--- config.mk ---
export PLATFORM = sky130hd
export DESIGN_NAME = hazard_control_unit
export DESIGN_NICKNAME = d
export VERILOG_FILES = /design/src/rtl/hazard_control_unit.sv
export SDC_FILE = /design/constraint.sdc
export NUM_CORES = 1
export LEC_CHECK = 0
export BUFFER_PORTS_ARGS = -buffer_cell sky130_fd_sc_hd__buf_2
export CAP_MARGIN = 20
export CORE_ASPECT_RATIO = 1.25
export CORE_MARGIN = 8
export CORE_UTILIZATION = 47
export DETAILED_ROUTE_END_ITERATION = 8
export PLACE_DENSITY = 0.86
export REMOVE_ABC_BUFFERS = 1
export SYNTH_ARGS = -nofsm -noshare
export SYNTH_HDL_FRONTEND = slang
export SYNTH_SLANG_ARGS = --single-unit
--- constraint.sdc ---
create_clock -name clk -period 3.6 [get_ports clk]
set_clock_uncertainty 0.05 [all_clocks]
set_input_delay 0.18 -clock clk [delete_from_list [all_inputs] [get_ports clk]]
set_output_delay 0.18 -clock clk [all_outputs]
set_load 0.05 [all_outputs]
--- src/rtl/hazard_control_unit.sv ---
// Hazard/stall controller for the 5-stage MIPS pipeline: multi-cycle load-use stalls,
// taken-branch flush, data-memory wait and a saturating stall-cycle counter.
module hazard_control_unit #(
    parameter int         LOAD_USE_CYCLES = 1,
    parameter int         CNT_W           = 16,
    parameter logic [5:0] OP_RTYPE        = 6'b000000,
    parameter logic [5:0] OP_LW           = 6'b100011,
    parameter logic [5:0] OP_SW           = 6'b101011,
    parameter logic [5:0] OP_BEQ          = 6'b000100
) (
    input  logic             clk,
    input  logic             rst_n,
    input  logic [31:0]      if_id_ir,
    input  logic [31:0]      id_ex_ir,
    input  logic             branch_taken,
    input  logic             mem_ready,
    input  logic             perf_clr,
    output logic             pc_write,
    output logic             if_id_write_enable,
    output logic             if_id_flush,
    output logic             id_ex_reset,
    output logic             pipe_hold,
    output logic [CNT_W-1:0] stall_count
);

    localparam int REM_W = (LOAD_USE_CYCLES < 2) ? 1 : $clog2(LOAD_USE_CYCLES + 1);
    localparam logic [REM_W-1:0] REM_INIT = REM_W'(LOAD_USE_CYCLES - 1);

    typedef enum logic [1:0] {
        ST_RUN   = 2'b00,
        ST_STALL = 2'b01
    } state_t;

    state_t            state_q, state_d;
    logic [REM_W-1:0]  rem_q, rem_d;
    logic [CNT_W-1:0]  cnt_q, cnt_d;

    logic [5:0] id_op, ex_op;
    logic [4:0] id_rs, id_rt, ex_dest;
    logic       id_reads_rt;
    logic       lu_hit;
    logic       stalling;

    logic       pc_write_int;
    logic       unused_ir_bits;

    assign id_op = if_id_ir[31:26];
    assign id_rs = if_id_ir[25:21];
    assign id_rt = if_id_ir[20:16];
    assign ex_op = id_ex_ir[31:26];

    // Destination of the ID/EX instruction comes purely from its opcode; nothing is latched.
    always_comb begin
        ex_dest = 5'd0;
        if (ex_op == OP_RTYPE) begin
            ex_dest = id_ex_ir[15:11];
        end else if (ex_op == OP_LW) begin
            ex_dest = id_ex_ir[20:16];
        end
    end

    assign id_reads_rt = (id_op == OP_RTYPE) || (id_op == OP_SW) || (id_op == OP_BEQ);

    assign lu_hit = (ex_op == OP_LW) && (ex_dest != 5'd0) &&
                    ((ex_dest == id_rs) || ((ex_dest == id_rt) && id_reads_rt));

    assign stalling = (state_q == ST_STALL) || lu_hit;

    assign unused_ir_bits = ^{if_id_ir[15:0], id_ex_ir[25:21], id_ex_ir[10:0]};

    always_comb begin
        state_d            = state_q;
        rem_d              = rem_q;
        pc_write_int       = 1'b1;
        if_id_write_enable = 1'b1;
        if_id_flush        = 1'b0;
        id_ex_reset        = 1'b1;
        pipe_hold          = 1'b0;

        if (!mem_ready) begin
            // Memory wait freezes the whole pipe and any pending load-use stall.
            pc_write_int       = 1'b0;
            if_id_write_enable = 1'b0;
            pipe_hold          = 1'b1;
        end else if (branch_taken) begin
            if_id_flush = 1'b1;
            id_ex_reset = 1'b0;
            state_d     = ST_RUN;
            rem_d       = '0;
        end else if (stalling) begin
            pc_write_int       = 1'b0;
            if_id_write_enable = 1'b0;
            id_ex_reset        = 1'b0;
            if (state_q == ST_STALL) begin
                rem_d = rem_q - 1'b1;
                if (rem_q <= REM_W'(1)) begin
                    state_d = ST_RUN;
                    rem_d   = '0;
                end
            end else if (LOAD_USE_CYCLES > 1) begin
                state_d = ST_STALL;
                rem_d   = REM_INIT;
            end
        end

        if (!rst_n) begin
            pc_write_int       = 1'b0;
            if_id_write_enable = 1'b0;
            if_id_flush        = 1'b0;
            id_ex_reset        = 1'b0;
            pipe_hold          = 1'b0;
        end
    end

    assign pc_write = pc_write_int;

    always_comb begin
        cnt_d = cnt_q;
        if (perf_clr) begin
            cnt_d = '0;
        end else if (!pc_write_int && (cnt_q != {CNT_W{1'b1}})) begin
            cnt_d = cnt_q + 1'b1;
        end
    end

    assign stall_count = cnt_q;

    always_ff @(posedge clk or negedge rst_n) begin
        if (!rst_n) begin
            state_q <= ST_RUN;
            rem_q   <= '0;
            cnt_q   <= '0;
        end else begin
            state_q <= state_d;
            rem_q   <= rem_d;
            cnt_q   <= cnt_d;
        end
    end

endmodule

==> results of run 1 <==
timing repair:
action,4_1_cts,5_1_grt
hold buffers,1,0
setup endpoints to repair,0,0
endpoints found under the hold margin,16,0
worst max-delay path, delay by kind of cell:
kind | cells | cell delay (ps)
buffers and inverters | 2 | 300
muxes | 1 | 370
and+or+nand+nor | 4 | 1300
AOI/OAI and AO/OA | 2 | 410
xor gates and xnor gates | 1 | 90
cells in the final DEF (no fill, tap or decap), types with 3 or more instances in the layout:
master / instances
sky130_fd_sc_hd__a21oi_1: 13
sky130_fd_sc_hd__dfrtp_1: 16
sky130_fd_sc_hd__clkbuf_8: 3
sky130_fd_sc_hd__o31ai_1: 7
sky130_fd_sc_hd__or4_1: 6
sky130_fd_sc_hd__nand4_1: 6
sky130_fd_sc_hd__nand2_1: 15
sky130_fd_sc_hd__buf_2: 57
sky130_fd_sc_hd__inv_1: 3
sky130_fd_sc_hd__o41ai_1: 3
sky130_fd_sc_hd__o21ai_0: 3
sky130_fd_sc_hd__or3_1: 3
sky130_fd_sc_hd__nor2_1: 14
sky130_fd_sc_hd__o311ai_0: 3
sky130_fd_sc_hd__nor4_1: 3
sky130_fd_sc_hd__a211o_1: 3
sky130_fd_sc_hd__mux2_2: 5
sky130_fd_sc_hd__nor2b_1: 8
sky130_fd_sc_hd__and3_1: 4
sky130_fd_sc_hd__nor3_1: 5
sky130_fd_sc_hd__nand3_1: 8
where the power goes:
part | internal, mW | total, mW | switching (mW)
clock network | 0.0744 | 0.136 | 0.0620
registers | 0.183 | 0.188 | 0.00455
logic | 0.0398 | 0.112 | 0.0720
routing by layer:
| metal | part of all wire, % | wire (um) | global-route usage, % |
|---|---|---|---|
| met5 | 0 | 0 | 0 |
| met4 | 1.3 | 51 | 5.996 |
| met3 | 8.4 | 331 | 4.360 |
| met2 | 47 | 1863 | 25.17 |
| met1 | 43 | 1718 | 17.39 |
stage by stage:
step | hold slack (ps) | cell area [um2] | power (mW) | worst slack [ps] | util, %
after detailed placement | 81.73 | 1745 | 0.3013 | 646.8 | 56.16
after CTS | 275.3 | 1797 | 0.4400 | 632.0 | 57.81
after floorplan | -165.6 | 1414 | 0.2514 | 743.7 | -
after global routing | 300.3 | 1804 | 0.4562 | 881.4 | 58.05
final | 282.4 | 1804 | 0.4357 | 1031 | 58.05
after global placement | 78.19 | 1745 | 0.2989 | 715.0 | 56.16
worst min-delay path by stage:
| stage | start | endpoint | slack (ps) | cells after the start |
|---|---|---|---|---|
| detailed placement | rst_n | stall_count[9] | 80 | 1 |
| global route | perf_clr | stall_count[7] | 300 | 2 |
| global placement | rst_n | stall_count[9] | 80 | 1 |
| finish | perf_clr | stall_count[13] | 280 | 2 |
| CTS | perf_clr | stall_count[13] | 280 | 2 |
| floorplan | rst_n | stall_count[0] | -170 | 0 |
cell families (layout without fill, tap and decap cells):
| family | Yosys count | in the layout | share of synthesized area [%] |
|---|---|---|---|
| simple gates | 92 | 92 | 37.03 |
| mux | 6 | 6 | 4.450 |
| compound gates | 46 | 46 | 22.92 |
| buf+inv | 15 | 66 | 6.129 |
| flops | 16 | 16 | 26.87 |
| xor+xnor | 3 | 3 | 1.764 |
| fa+ha+maj | 1 | 1 | 0.8395 |
cell type report:
cell class | count | area, um2 | share of cell area (%)
multi-input combinational | 148 | 998.5 | 55.34
sequential | 16 | 400.4 | 22.19
timing repair buffer | 59 | 302.8 | 16.78
tap | 37 | 46.29 | 2.566
clock buffer | 3 | 41.29 | 2.288
inverter | 4 | 15.01 | 0.8322
==> results.toml, run 1 <==
[floorplanning]
fp.dieH_um = 78.96
fp.dieArea_mm2 = 0.005240
initial_utilization_pct = 47.95
io-pin-count = 90
placement_rows = 23
die_wd_um = 66.37
core_mm2 = 0.003108

[status]
run_status = "finished clean"

[synthesis]
post_synth_num_cell_types = 56
synthesis.yosys.warnings = 0
synth_top_cells_by_count = "16 x sky130_fd_sc_hd__dfrtp_1, 15 x sky130_fd_sc_hd__nand2_1, 14 x sky130_fd_sc_hd__nor2_1"
synth.area.top_cells = "sky130_fd_sc_hd__dfrtp_1 27%, sky130_fd_sc_hd__a21oi_1 4.4%, sky130_fd_sc_hd__mux2_2 3.8%, sky130_fd_sc_hd__nand2_1 3.8%, sky130_fd_sc_hd__nor2_1 3.5%"
postSynth.topFlopCell = "sky130_fd_sc_hd__dfrtp_1"
flip_flop_and_latch_count_after_synthesis = 16
post_synth_inst_count = 179
synth_top_area_cell = "sky130_fd_sc_hd__dfrtp_1"
syn-cell-area_mm2 = 0.001490
synth_edf_count = 0
async_reset_ff_share_pct = 100.0
synth_top_cell_area_share_pct = 26.87
share_of_the_yosys_chip_area_belonging_to_registers_pct = 26.87
synth_area_per_cell_um2 = 8.325
synth_most_common_cell = "sky130_fd_sc_hd__dfrtp_1"

[final_layout]
area_growth_syn_to_fin_pct = 21.07
antennaDiodeCount = 0
stdcell_count = 267
largest_register_ff_count = 16
layout-drive-gt1-share_pct = 33.91
n_fill_cell = 287
num-nets-final = 302

[clock_network]
cts_setup_buffers = 0
htreeDepth = 1
numCtsBuffers = 3
clkLatencyLatePin_ps = 250
cts_tree = "yes"
clk_path_buf_depth = 2
clk_transition_reported_paths_ps = 60
clock-root-buffer = "sky130_fd_sc_hd__clkbuf_8"
number_of_sinks_handled_by_clock_tree_synthesis = 16
ctsResizeCount = 0

[routing]
dr_total_vias = 1606
drcViolationCount = 0
detail-route-antenna-nets = 0
routedWlPerCell_um = 14.85
viasPerCell = 6.015
route.final.wire_length_mm = 3.964
initialDrtViolationCount = 74
detailedRoute.firstPassIterationCount = 4

[critical_path]
critical_path.reg2reg.endpoint = "stall_count[13]"
worst-setup-path-type = "primary input to flip-flop"
cp-startpoint = "id_ex_ir[26]"
worst_path_max_delay_cell = "sky130_fd_sc_hd__or4b_4"
rrSetupSlack_ps = 1180
critical_path.endpoint = "stall_count[5]"
worst_setup_path_start_kind = "primary input"
crit_path_cell_trace = "buf_2 -> or4b_4 -> a21oi_1 -> xor2_1 -> nor3_1 -> o2111ai_1 -> nand3_2 -> inv_2 -> nor4_1 -> mux2_2"
timing.reg2reg.worst_path_depth = 10
worstPathRequired_ps = 3690
cp_slowest_stage_delay_ps = 570
worst-endpoint-arrival_ps = 2660
critPathMaxFanout = 24
worst_r2r_startpoint = "stall_count[0]"
timing.critical_path.to_type = "flip-flop"

[timing]
min_period_over_period_pct = 71.36
fin_setup_tns_ps = 0
worstMarginPinSlew_ps = 636.5
final-hold-violation-count = 0
timing.slew.headroom_pct = 57.24
timing.final.setup_violations = 0
grt_setup_unrepaired = "false"
timing.final.crit_period_ps = 2569
slew_violations = 0
achievable-frequency_mhz = 389.2

[global_route]
globalRouteTotalUtil_pct = 15.04
grt_overflow = 0
grt_pass1_wl_mm = 6.589
vias_in_the_first_global_route = 1549
grt_max_degree = 25
antenna_found_initial = 0

[min_path]
hold_class = "primary input to flip-flop"

[placement]
placement.io_buffers = 57
placedCellCount = 262
dp_hpwl_mm = 3.082
gp_congestion = 0.8742

[flow_run]
drv.max_cap_violation_count = 0

[power_and_ir_drop]
p_leak_nw = 0.8045
cellPowerDensity_mw_per_mm2 = 241.5
peakVddDrop_uv = 239.7
Power figures use the tool's default switching activity.
==> run 2, diff against run 1 <==
- CORE_UTILIZATION: 47 -> 44
- PLACE_DENSITY: 0.86 -> 0.81
- clock period: 3.6 -> 2.4 ns (I/O delays scaled with it)
==> run 2 against run 1 <==
- clock-buffer cell count unchanged
- flip-flop and latch count unchanged
- global-route usage grew 1.4 points
- clock power up 48%
- die area is 5.3% higher
- setup slack lost 960 ps
- highest routed layer unchanged
==> results.toml, run 2 (same netlist as run 1, synthesis figures left out) <==
[status]
run_status = "finished clean"

[critical_path]
cp_slowest_stage_delay_ps = 590
timing.reg2reg.worst_path_depth = 9
rrSetupSlack_ps = 240
timing.critical_path.to_type = "flip-flop"
worst_path_max_delay_cell = "sky130_fd_sc_hd__or4b_4"
worst-setup-path-type = "primary input to flip-flop"
worst_r2r_startpoint = "stall_count[0]"
worst_setup_path_start_kind = "primary input"
worst-endpoint-arrival_ps = 2420
critPathMaxFanout = 15
buffers_and_inverters_on_the_worst_path = 3
path_delay_family = "simple AND/OR/NAND/NOR gates"
worstPathRequired_ps = 2490
crit_path_cell_trace = "clkbuf_4 -> or4b_4 -> a21oi_2 -> xor2_1 -> nor3_1 -> o2111ai_1 -> nand3_2 -> inv_6 -> buf_4 -> nor2_4 -> mux2_2"
critical_path.reg2reg.endpoint = "stall_count[8]"

[clock_network]
cts_tree = "yes"
clk_transition_reported_paths_ps = 60
number_of_sinks_handled_by_clock_tree_synthesis = 16
clk_path_buf_depth = 2
numCtsBuffers = 3
htreeDepth = 1
clkLatencyLatePin_ps = 250
clock-root-buffer = "sky130_fd_sc_hd__clkbuf_8"

[timing]
slew_violations = 0
worstMarginPinSlew_ps = 514.6
grt_setup_unrepaired = "true"
timing.final.crit_period_ps = 2333
achievable-frequency_mhz = 428.7
min_period_over_period_pct = 97.20
timing.slew.headroom_pct = 65.26
post-route-worst-setup-slack_ps = 67.29
timing.final.setup_violations = 0
final-hold-violation-count = 0

[floorplanning]
core_mm2 = 0.003223
placement_rows = 23
initial_utilization_pct = 46.23
die_wd_um = 68.05
io-pin-count = 90
fp.dieH_um = 81.07
fp.dieArea_mm2 = 0.005516

[placement]
placement.io_buffers = 57
dp_hpwl_mm = 3.559
preCtsSetupSlack_ps = -344.7
gp_congestion = 0.8632

[final_layout]
multi_input_area_mm2 = 0.001100
num-nets-final = 323
layout.area.seq_um2 = 400.4
n_fill_cell = 293
mostFrequentLayoutCells = "54 x sky130_fd_sc_hd__buf_2, 24 x sky130_fd_sc_hd__buf_4, 16 x sky130_fd_sc_hd__dfrtp_1, 14 x sky130_fd_sc_hd__nand2_1, 13 x sky130_fd_sc_hd__nor2_1"
area_growth_syn_to_fin_pct = 39.29
postLayoutCoreUtil_pct = 64.40
largest_register_ff_count = 16
layout_commonest_cell = "sky130_fd_sc_hd__buf_2"
layout-drive-gt1-share_pct = 45.82
antennaDiodeCount = 0

[routing]
drcViolationCount = 0
viasPerCell = 6.017
detailedRoute.firstPassIterationCount = 4
route.final.wire_length_mm = 4.699
routedWlPerCell_um = 16.32
detail-route-antenna-nets = 0
dr_total_vias = 1733
initialDrtViolationCount = 103

[global_route]
vias_in_the_first_global_route = 1714
globalRouteTotalUtil_pct = 16.41
grt_overflow = 0
grt_max_degree = 21
grt_pass1_wl_mm = 7.383
antenna_found_initial = 0

[flow_run]
drv.max_cap_violation_count = 0

[power_and_ir_drop]
p_leak_nw = 0.9245
cellPowerDensity_mw_per_mm2 = 331.2
peakVddDrop_uv = 340.6

[min_path]
hold_class = "primary input to flip-flop"
min_delay_path_depth = 2
min-delay-start = "perf_clr"
min_delay_worst_endpoint = "stall_count[4]"
==> run 2: through the flow <==
| step | setup TNS (ps) | hold WS [ps] | power [mW] | instances | cell area (um2) |
|---|---|---|---|---|---|
| final | 0 | 242.6 | 0.6875 | 288 | 2076 |
| after global routing | -186.1 | 272.6 | 0.7171 | 288 | 2076 |
| after CTS | 0 | 226.4 | 0.6804 | 288 | 1972 |
| after global placement | -2551 | 65.92 | 0.4713 | 284 | 1911 |
| after detailed placement | -3236 | 65.28 | 0.4760 | 284 | 1911 |
| after floorplan | -2514 | -225.6 | 0.3771 | 168 | 1414 |
==> run 2: power by group <==
part | switching [mW] | internal (mW) | total [mW] | leakage [nW]
clock | 0.0896 | 0.111 | 0.201 | 0.0216
combinational | 0.123 | 0.0822 | 0.205 | 0.681
sequential | 0.00725 | 0.275 | 0.282 | 0.222
total | 0.220 | 0.468 | 0.688 | 0.925
==> run 2: worst max path at each step <==
| stage | slack, ps | from | cells past startpoint | to |
|---|---|---|---|---|
| floorplan | -460 | stall_count[0] | 9 | stall_count[9] |
| global placement | -250 | id_ex_ir[26] | 10 | stall_count[5] |
| detailed placement | -340 | id_ex_ir[26] | 10 | stall_count[5] |
| CTS | 30 | id_ex_ir[26] | 11 | stall_count[0] |
| global route | -70 | id_ex_ir[31] | 10 | stall_count[8] |
| finish | 70 | id_ex_ir[31] | 11 | stall_count[0] |
==> run 2: metal layers <==
layer / vias up / track usage, % / part of all wire (%)
met4: 0 / 4.928 / 1.3
met5: - / 0 / 0
li1: 837 / - / -
met1: 838 / 17.68 / 38
met2: 52 / 30.95 / 53
met3: 6 / 3.026 / 7.2
==> run 2: layout make-up <==
type                    instances  share of cell area, %
clock buffers                   3                  1.989
inverters                       4                 0.9644
multi-input cells             148                  52.98
flip-flops and latches         16                  19.29
well taps                      37                  2.230
repair buffers                 80                  22.54
==> run 2: repair_timing <==
item	4_1_cts	5_1_grt
setup buffers	0	0
gates resized for setup	2	28
setup endpoints to repair	4	16
endpoints found under the hold margin	16	0
hold buffers	1	0
pin swaps	0	11
